[src/rtl/blinds_pkg.sv]
// Shared types and constants for the blinds actuator.
// Optional feature macro: BLINDS_ENDSTOP_EN (adds the HOME state).
package blinds_pkg;

    typedef logic [1:0] blinds_cmd_t;

    localparam blinds_cmd_t BLINDS_OPEN       = 2'b00;
    localparam blinds_cmd_t BLINDS_THIRD      = 2'b01;
    localparam blinds_cmd_t BLINDS_TWO_THIRDS = 2'b10;
    localparam blinds_cmd_t BLINDS_CLOSED     = 2'b11;

    localparam logic DIR_OPEN  = 1'b0;
    localparam logic DIR_CLOSE = 1'b1;

`ifdef BLINDS_ENDSTOP_EN
    typedef enum logic [1:0] {
        ST_IDLE   = 2'd0,
        ST_MOVE   = 2'd1,
        ST_SETTLE = 2'd2,
        ST_HOME   = 2'd3
    } blinds_state_t;
`else
    typedef enum logic [1:0] {
        ST_IDLE   = 2'd0,
        ST_MOVE   = 2'd1,
        ST_SETTLE = 2'd2
    } blinds_state_t;
`endif

endpackage

[src/rtl/blinds_actuator_if.sv]
// Command handshake between the light-level block (master) and the actuator (slave).
interface blinds_actuator_if;
    import blinds_pkg::*;

    blinds_cmd_t cmd;
    logic        cmd_valid;
    logic        cmd_ready;

    modport master (output cmd, output cmd_valid, input cmd_ready);
    modport slave  (input cmd, input cmd_valid, output cmd_ready);
endinterface

[src/rtl/blinds_step_timer.sv]
// Motor step divider: pulses tick once every STEP_DIV cycles while run is high.
module blinds_step_timer #(
    parameter int STEP_DIV = 2
) (
    input  logic clk,
    input  logic rst,
    input  logic run,
    output logic tick
);
    localparam int DIV_W = (STEP_DIV > 1) ? $clog2(STEP_DIV) : 1;

    logic [DIV_W-1:0] count;

    assign tick = run && (count == DIV_W'(STEP_DIV - 1));

    // Divider counts 0..STEP_DIV-1 while running and clears whenever idle.
    always_ff @(posedge clk) begin
        if (rst || !run) begin
            count <= '0;
        end else if (tick) begin
            count <= '0;
        end else begin
            count <= count + DIV_W'(1);
        end
    end
endmodule

[src/rtl/blinds_actuator.sv]
// Blinds motor actuator: accepts a 2-bit level command, steps the motor to the
// matching position, settles, then pulses done.
// Optional feature macro: BLINDS_ENDSTOP_EN (endstop inputs, HOME state, fault).
module blinds_actuator
    import blinds_pkg::*;
#(
    parameter int STEPS_PER_LEVEL = 4,
    parameter int STEP_DIV        = 2,
    parameter int SETTLE_CYCLES   = 3,
    parameter int POS_W           = $clog2(3 * STEPS_PER_LEVEL + 1)
) (
    input  logic             clk,
    input  logic             rst,
    blinds_actuator_if.slave cmd_if,
    output logic             motor_en,
    output logic             motor_dir,
    output logic             motor_step,
    output logic [POS_W-1:0] position,
    output logic             busy,
    output logic             done
`ifdef BLINDS_ENDSTOP_EN
    ,
    input  logic             top_stop,
    input  logic             bottom_stop,
    output logic             fault
`endif
);
    localparam logic [POS_W-1:0] MAX_POS = POS_W'(3 * STEPS_PER_LEVEL);
    localparam int               SET_W   = $clog2(SETTLE_CYCLES + 1);
    localparam logic [SET_W-1:0] SET_LAST = SET_W'(SETTLE_CYCLES - 1);

    blinds_state_t    state;
    logic [POS_W-1:0] target;
    logic [POS_W-1:0] cmd_target;
    logic [POS_W-1:0] pos_next;
    logic [SET_W-1:0] settle_cnt;
    logic             zero_pend;
    logic             step_run;
    logic             step_tick;

    assign cmd_if.cmd_ready = (state == ST_IDLE);
    assign busy             = (state != ST_IDLE);
    assign motor_step       = step_tick;

    assign cmd_target = POS_W'(32'(cmd_if.cmd) * STEPS_PER_LEVEL);

    // Next position one step along the current direction, saturating at both ends.
    assign pos_next = (motor_dir == DIR_CLOSE)
                    ? ((position == MAX_POS) ? position : position + POS_W'(1))
                    : ((position == '0)      ? position : position - POS_W'(1));

`ifdef BLINDS_ENDSTOP_EN
    assign step_run = (state == ST_MOVE) || (state == ST_HOME);
`else
    assign step_run = (state == ST_MOVE);
`endif

    blinds_step_timer #(.STEP_DIV(STEP_DIV)) u_step_timer (
        .clk  (clk),
        .rst  (rst),
        .run  (step_run),
        .tick (step_tick)
    );

    // Control FSM: accept, move step by step, settle, report completion.
    always_ff @(posedge clk) begin
        // NOTE: all state here uses non-blocking assignments so every register
        // updates from the same pre-edge values, independent of statement order.
        if (rst) begin
`ifdef BLINDS_ENDSTOP_EN
            state     <= ST_HOME;
            fault     <= 1'b0;
`else
            state     <= ST_IDLE;
`endif
            position   <= '0;
            target     <= '0;
            settle_cnt <= '0;
            motor_en   <= 1'b0;
            motor_dir  <= DIR_OPEN;
            done       <= 1'b0;
            zero_pend  <= 1'b0;
        end else begin
            // A zero-distance command reports done one cycle after acceptance.
            done      <= zero_pend;
            zero_pend <= 1'b0;

            unique case (state)
                ST_IDLE: begin
                    if (cmd_if.cmd_valid) begin
                        target <= cmd_target;
`ifdef BLINDS_ENDSTOP_EN
                        fault  <= 1'b0;
`endif
                        if (cmd_target == position) begin
                            zero_pend <= 1'b1;
                        end else begin
                            state     <= ST_MOVE;
                            motor_en  <= 1'b1;
                            motor_dir <= (cmd_target > position) ? DIR_CLOSE : DIR_OPEN;
                        end
                    end
                end

                ST_MOVE: begin
`ifdef BLINDS_ENDSTOP_EN
                    if (motor_dir == DIR_CLOSE && bottom_stop) begin
                        position   <= MAX_POS;
                        state      <= ST_SETTLE;
                        settle_cnt <= '0;
                        fault      <= 1'b1;
                    end else if (motor_dir == DIR_OPEN && top_stop) begin
                        position   <= '0;
                        state      <= ST_SETTLE;
                        settle_cnt <= '0;
                        fault      <= 1'b1;
                    end else
`endif
                    if (step_tick) begin
                        position <= pos_next;
                        if (pos_next == target) begin
                            state      <= ST_SETTLE;
                            settle_cnt <= '0;
                        end
                    end
                end

                ST_SETTLE: begin
                    if (settle_cnt == SET_LAST) begin
                        state     <= ST_IDLE;
                        motor_en  <= 1'b0;
                        motor_dir <= DIR_OPEN;
                        done      <= 1'b1;
                    end else begin
                        settle_cnt <= settle_cnt + SET_W'(1);
                    end
                end

`ifdef BLINDS_ENDSTOP_EN
                ST_HOME: begin
                    // Drive open until the open-side endstop defines position zero.
                    if (top_stop) begin
                        position  <= '0;
                        state     <= ST_IDLE;
                        motor_en  <= 1'b0;
                        motor_dir <= DIR_OPEN;
                    end else begin
                        motor_en  <= 1'b1;
                        motor_dir <= DIR_OPEN;
                    end
                end
`endif

                default: state <= ST_IDLE;
            endcase
        end
    end
endmodule
[src/flat_wrapper.sv]
// flat-port wrapper written by rule: the top's interface ports become plain ports
module blinds_actuator_flat import blinds_pkg::*;
#(
    parameter int STEPS_PER_LEVEL = 4,
    parameter int STEP_DIV        = 2,
    parameter int SETTLE_CYCLES   = 3,
    parameter int POS_W           = $clog2(3 * STEPS_PER_LEVEL + 1)
)
  (clk, rst, motor_en, motor_dir, motor_step, position, busy, done, cmd_if_cmd, cmd_if_cmd_valid, cmd_if_cmd_ready);
  blinds_actuator_if cmd_if_i ();
  input  logic clk;
  input  logic rst;
  output logic motor_en;
  output logic motor_dir;
  output logic motor_step;
  output logic [POS_W-1:0] position;
  output logic busy;
  output logic done;
  input wire logic [$bits(cmd_if_i.cmd)-1:0] cmd_if_cmd;
  input wire logic [$bits(cmd_if_i.cmd_valid)-1:0] cmd_if_cmd_valid;
  output wire logic [$bits(cmd_if_i.cmd_ready)-1:0] cmd_if_cmd_ready;
  assign cmd_if_i.cmd = cmd_if_cmd;
  assign cmd_if_i.cmd_valid = cmd_if_cmd_valid;
  assign cmd_if_cmd_ready = cmd_if_i.cmd_ready;
  blinds_actuator #(.STEPS_PER_LEVEL(STEPS_PER_LEVEL), .STEP_DIV(STEP_DIV), .SETTLE_CYCLES(SETTLE_CYCLES), .POS_W(POS_W)) u_core (.clk(clk), .rst(rst), .cmd_if(cmd_if_i), .motor_en(motor_en), .motor_dir(motor_dir), .motor_step(motor_step), .position(position), .busy(busy), .done(done));
endmodule
[config.mk]
export PLATFORM = sky130hd
export DESIGN_NAME = blinds_actuator_flat
export DESIGN_NICKNAME = d
export VERILOG_FILES = /design/src/rtl/blinds_pkg.sv /design/src/rtl/blinds_actuator_if.sv /design/src/rtl/blinds_step_timer.sv /design/src/rtl/blinds_actuator.sv /design/src/flat_wrapper.sv
export SDC_FILE = /design/constraint.sdc
export NUM_CORES = 1
export LEC_CHECK = 0
export CAP_MARGIN = 20
export CORE_MARGIN = 4
export CORE_UTILIZATION = 48
export DETAILED_ROUTE_END_ITERATION = 7
export GPL_ROUTABILITY_DRIVEN = 0
export GPL_TIMING_DRIVEN = 1
export PLACE_DENSITY = 0.78
export SLEW_MARGIN = 20
export SYNTH_ARGS = -nofsm -noshare
export SYNTH_HDL_FRONTEND = slang
export SYNTH_SLANG_ARGS = --single-unit
[constraint.sdc]
create_clock -name clk -period 1.9 [get_ports clk]
set_input_delay 0.475 -clock clk [delete_from_list [all_inputs] [get_ports clk]]
set_output_delay 0.475 -clock clk [all_outputs]
set_load 0.02 [all_outputs]
# Yosys cells after proc, flatten, opt, wreduce, memory -nomap -nowiden
# Cells that the tools add are included.
[classes]
n_eq_ne = 12
reduce_logical = 15
bitwise = 2
mux = 24
order_cmp = 1
add_sub_neg = 4
[op_table]
columns = ["op", "count"]
rows = [
  ["two-way mux 2 bit", 8],
  ["two-way mux 4 bit", 3],
  ["two-way mux 1 bit", 9],
  ["== test 4 bit", 2],
  ["inequality test 2 bit (second input constant)", 4],
  ["AND reduction 4 bit", 2],
  ["one-hot mux 2 bit (3 select lines)", 1],
  ["nonzero test 2 bit", 3],
  ["AND reduction 5 bit", 1],
  ["adder 4 x 1 -> 4 bit (second input constant)", 1],
  ["== test 2 bit (second input constant)", 2],
  ["== test 4 bit (second input constant)", 1],
  ["greater-than comparator 4 bit", 1],
  ["zero test 4 bit", 1],
  ["inequality test 2 x 1 -> 1 bit (second input constant)", 2],
  ["one-hot mux 1 bit (2 select lines)", 2],
  ["one-hot mux 2 bit (2 select lines)", 1],
  ["AND reduction 2 bit", 2],
  ["subtractor 4 x 1 -> 4 bit (second input constant)", 1],
  ["OR reduction 3 bit", 1],
  ["adder 2 x 1 -> 2 bit (second input constant)", 1],
  ["== test 2 x 1 -> 1 bit (second input constant)", 1],
  ["zero test 2 bit", 1],
  ["inverter 1 bit", 2],
  ["5 further kinds", 5],
]
[totals]
out_inout_bits = 10
regBits = 15
word_cells = 67

# Logic depth before layout (Yosys ltp)
[logic_depth]
depth_word = 7
ltp_mapped = 9

# Cells and area by module
# From an unflattened synthesis, not the netlist that was laid out.
[hier_totals]
hier_cells = 110
area_unflattened_um2 = 920.9
[by_module_without_submodules]
columns = ["module", "instances", "cells_per_inst", "area_each_um2", "seq_area_each_um2"]
rows = [
  ["blinds_actuator", 1, 107, 880.8, 280.3],
  ["blinds_step_timer", 1, 3, 40.0, 20.0],
]

# Worst setup path after synthesis
# No wires, ideal clock.
[synth_path]
path_kind = "reg-to-reg"
from = "reg u_core.position[0]"
to = "reg u_core.state[1]"
arrival_ns = 2.039
period_less_slack_ns = 2.157
t_required_ns = 1.783
n_path_buf = 2
setup_time_ns = 0.117
setup_slack_ns = -0.257
path_stages_with_launch = 10
cell_sequence = "dfxtp_1 -> buf_6 -> inv_1 -> ha_1 -> buf_6 -> and3b_1 -> a21o_1 -> a221oi_1 -> and3b_1 -> a32o_1"
[synth_via]
elab_chain_cells = 6
[synth_rtl]
columns = ["item", "line", "rtl"]
rows = [
  ["start, declared", "blinds_actuator.sv:18", "output logic [POS_W-1:0] position,"],
  ["start signal, assigned", "blinds_actuator.sv:120", "position <= pos_next;"],
  ["subtractor 4 x 1 -> 4 bit, or another cell as far along", "blinds_actuator.sv:50", ": ((position == '0) ? position : position - POS_W'(1));"],
  ["two-way mux 4 bit, on equally long branches", "blinds_actuator.sv:50, blinds_actuator.sv:49", ""],
  ["two-way mux 4 bit", "blinds_actuator.sv:49", "? ((position == MAX_POS) ? position : position + POS_W'(1))"],
  ["== test 4 bit", "blinds_actuator.sv:121", "if (pos_next == target) begin"],
  ["inequality test 2 x 1 -> 1 bit (no line)", "n/a", ""],
  ["AND reduction 5 bit (no line) *", "n/a", ""],
  ["end signal, assigned", "blinds_actuator.sv:74", "state <= ST_IDLE;"],
  ["end signal, assigned", "blinds_actuator.sv:122", "state <= ST_SETTLE;"],
  ["end signal, assigned", "blinds_actuator.sv:130", "state <= ST_IDLE;"],
  ["end, declared", "blinds_actuator.sv:32", "blinds_state_t state;"],
]
# Mark *: on every way between the ends. The rest lies on a longest branch, timed or not.
# A chain may end at the register's enable or synchronous reset.

# Worst setup path in the final report
[layout_path]
from = "reg u_core.position[1]"
to = "reg u_core.state[1]"
# The elaborated chain is that of the path after synthesis.

==> metrics.md <==
| Metric | Value |
|---|---|
| Post-synthesis average cell area | `7.94 sq um` |
| Vias | `1156` |
| Worst skew pair latency | `0.29 ns` |
| Async SR Flop Fraction | `0%` |
| Critical Path, Cell by Cell | `inv_4 > ha_4 > or3b_4 > o211ai_1 > a221oi_2 > and3b_1 > a32o_1` |
| Layout cells sized above 1 | `26.8%` |
| NetSw | `0.228 mW` |
| Initial DRC count | `50` |
| Core area | `0.00219 sq mm` |
| Main combinational cell family by area after synthesis | `simple AND/OR/NAND/NOR gates` |
| Starting density of the core | `50.0%` |
| Cell family with the largest share of critical-path delay | `compound AO/OA/AOI/OAI gates` |
| Number of diodes | `0` |
| P_int | `0.504 mW` |
| Post-Synth Simple-Gate Area | `29.3%` |
| R2r worst-path depth | `7` |
| Maxcap violations | `0` |
| Flop pwr share | `46.7%` |
| Synth cell types | `46` |
| Tmin final | `1.89 ns` |
| Pleak | `0.597 nW` |
| Largest stage delay on the critical path | `0.38 ns` |
| Adder-cell share of the synthesized area | `5.71%` |
| Switch share | `31.1%` |
| Highest-delay cell along the critical path | `dfxtp_4` |
| RR Endpoint | `u_core.state[1]$_SDFFE_PP0P_` |
| Fill cells | `197` |
| Final clock skew | `0.00128 ns` |
| Post-synth top area cell | `dfxtp_1` |
| Non-filler cells, final | `196` |
| FMAX | `529 MHz` |
| Power per cell area | `518 mW/mm^2` |
| Cell area after synthesis | `0.00110 sq mm` |
| CTS Hold Buffers Added | `0` |
| Setup violators final | `0` |
| Drt wl/cell | `15.0 microns` |
| WP data arrival | `2.08 ns` |
| Status | `completed` |
| Synthesized flop and latch total | `15` |
| Die area | `0.00311 sq mm` |
| Synthesized netlist cell count | `138` |
| Routed Antenna Nets | `0` |
| Final count of hold timing violations | `0` |
| Hold_ws | `0.440 ns` |
| Critical Path Source Type | `flip-flop` |
| DP HPWL | `2260 microns` |
| GRT Max-Usage Layer | `met2` |
| Vias in the first global route | `1098` |
| Die X | `55.8 microns` |
| Post-synth EDFFs | `0` |
| WS Path Type | `flip-flop to flip-flop` |
| Routing usage on met3 | `4.87%` |
| Dpl cells | `190` |
| Buffers & Inverters on Critical Path | `1` |
| FP Rows | `17` |
| Die Height | `55.8 microns` |
| Remaining global-route overflow | `0` |
| Global routing met2 resource utilization | `33.6%` |
| Synth top area cells | `dfxtp_1, a21oi_1, ha_1` |
| I/O Pins | `15` |
| GRT Util Overall | `19.7%` |
| Max Slew Vio Count | `0` |
| Multiplexer share of the synthesized area | `0%` |
| R2R Path Start | `u_core.position[1]$_SDFFE_PP0P_` |
| Most common cell in the synthesized netlist | `nand2_1` |
| Met1 GRT Util | `22.7%` |
| H-tree levels | `1` |
| Flop2flop setup slack | `0.01 ns` |
| Largest net degree at the start of global routing | `17` |
| Hold path endpoint | `u_core.done$_SDFF_PP0_` |
| First-pass GRT wire length | `4880 microns` |
| Slew margin rel. | `61.8%` |
| Commonest cells post-synth | `nand2_1, dfxtp_1, a21oi_1` |
| Drt first pass iters | `6` |
| CTS root buffer | `clkbuf_4` |
| Final WL | `2940 microns` |
| Combinational power share | `27.2%` |
| Max VDD drop | `0.480 mV` |
| NumNets Final | `179` |
| Clock network fraction of total power | `26.1%` |
| PortBufs | `14` |
| RSZ-0062 raised after global routing | `yes` |
| Hold Crit Start | `u_core.zero_pend$_SDFF_PP0_` |
| Hold Path Class | `flip-flop to flip-flop` |
| Synth-to-layout area growth | `28.8%` |
| # clock sinks | `15` |
| Hold path depth | `2` |
| Crit share post-route | `99.4%` |
| Top FF cell, synth | `dfxtp_1` |
| Vias per cell | `5.90` |
| Crit-path max FO | `9` |
| Clk slew on worst S/H paths | `0.09 ns` |
| Worst Path Required | `2.09 ns` |
| Compound-gate portion of the synthesized area | `24.0%` |
| Synth Area in XOR/XNOR | `1.60%` |
| Worst-Margin Slew | `0.571 ns` |
| Share of the synthesized area in the top cell type | `27.4%` |
| Clock tree buffer depth | `2` |
| Residual DRC | `0` |
| Sequential area share after synthesis | `27.4%` |
| Initial antenna violation count | `0` |
| CP endpoint kind | `flip-flop` |
| CTS tree | `built` |
| Net Count, Synth | `148` |
| Num CTS Buffers | `3` |
| Synth warnings | `0` |
## state kept, by name, summed over array words and instances, names as in the netlist
register	count
u_core.u_step_timer.count	1
u_core.motor_dir	1
u_core.target	2
u_core.done	1
u_core.motor_en	1
u_core.position	4
u_core.state	2
u_core.zero_pend	1
u_core.settle_cnt	2
## worst min-delay path, stage by stage, from the launching register on
cell and delay, ns:
dfxtp_1 0.31, inv_1 0.04, a21oi_1 0.05
## per-layer routing
layer  routed length, microns  vias up
met1                     1240      538
met2                     1420       48
met3                      190       10
met4                       92        0
met5                        0        -
li1                         -      560
## power by group through the flow
| stage | combinational, mW | sequential [mW] | clock [mW] |
|---|---|---|---|
| after floorplan | 0.119 | 0.350 | 0 |
| after global placement | 0.190 | 0.348 | 0 |
| after detailed placement | 0.198 | 0.348 | 0 |
| after CTS | 0.195 | 0.341 | 0.194 |
| after global routing | 0.216 | 0.344 | 0.206 |
| final | 0.199 | 0.342 | 0.191 |
## cell type report
| type | instances | area, sq um | share of cell area (%) |
|---|---|---|---|
| Multi-Input combinational cell | 102 | 696 | 49.3 |
| Sequential cell | 15 | 309 | 21.9 |
| Tap cell | 28 | 35.0 | 2.48 |
| Inverter | 11 | 46.3 | 3.28 |
| Clock buffer | 4 | 26.3 | 1.86 |
| Timing Repair Buffer | 36 | 299 | 21.2 |
## cell families after synthesis
group           Yosys count
simple gates             58
compound gates           37
buf+inv                  21
flops                    15
fa+ha+maj                 5
xor+xnor                  2
## cell usage in the layout, fill, tap and decap left out, types with 3 or more instances in the layout
cell	instances
nand3_1	7
nor2_1	7
buf_4	22
inv_2	3
ha_1	4
clkdlybuf4s50_1	6
nor3_1	6
a31oi_1	5
inv_1	6
clkbuf_4	3
dfxtp_1	12
a21oi_1	13
nand2_1	16
dlygate4sd2_1	5
## worst max path at each step
stage | start | end | slack, ns | cells past startpoint
after global routing | u_core.position[1]$_SDFFE_PP0P_ | u_core.state[1]$_SDFFE_PP0P_ | -0.08 | 7
after global placement | u_core.position[2]$_SDFFE_PP0P_ | u_core.state[1]$_SDFFE_PP0P_ | 0.02 | 5
final | u_core.position[1]$_SDFFE_PP0P_ | u_core.state[1]$_SDFFE_PP0P_ | 0.01 | 7
after CTS | u_core.state[1]$_SDFFE_PP0P_ | motor_step | 0.009 | 4
after floorplan | u_core.position[1]$_SDFFE_PP0P_ | u_core.state[1]$_SDFFE_PP0P_ | -0.0005 | 9
after detailed placement | u_core.position[2]$_SDFFE_PP0P_ | u_core.state[1]$_SDFFE_PP0P_ | -0.07 | 5
## per-stage QoR
| stage | util, % | power (mW) | instance area (sq um) | setup slack, ns | TNS, ns |
|---|---|---|---|---|---|
| floorplan | - | 0.469 | 1130 | -0.000470 | -0.000470 |
| global placement | 62.2 | 0.537 | 1360 | 0.0177 | 0 |
| detailed placement | 62.2 | 0.546 | 1360 | -0.0724 | -0.104 |
| CTS | 63.3 | 0.730 | 1390 | 0.00861 | 0 |
| global route | 64.4 | 0.766 | 1410 | -0.0763 | -0.127 |
| finish | 64.4 | 0.732 | 1410 | 0.0105 | 0 |
## timing repair
item                                    in CTS  in global routing
endpoints found under the setup margin       9                  9
gates resized for setup                      8                  7
buffers inserted                             0                  2
pin swaps                                    0                  2
Power figures use the tool's default switching activity.
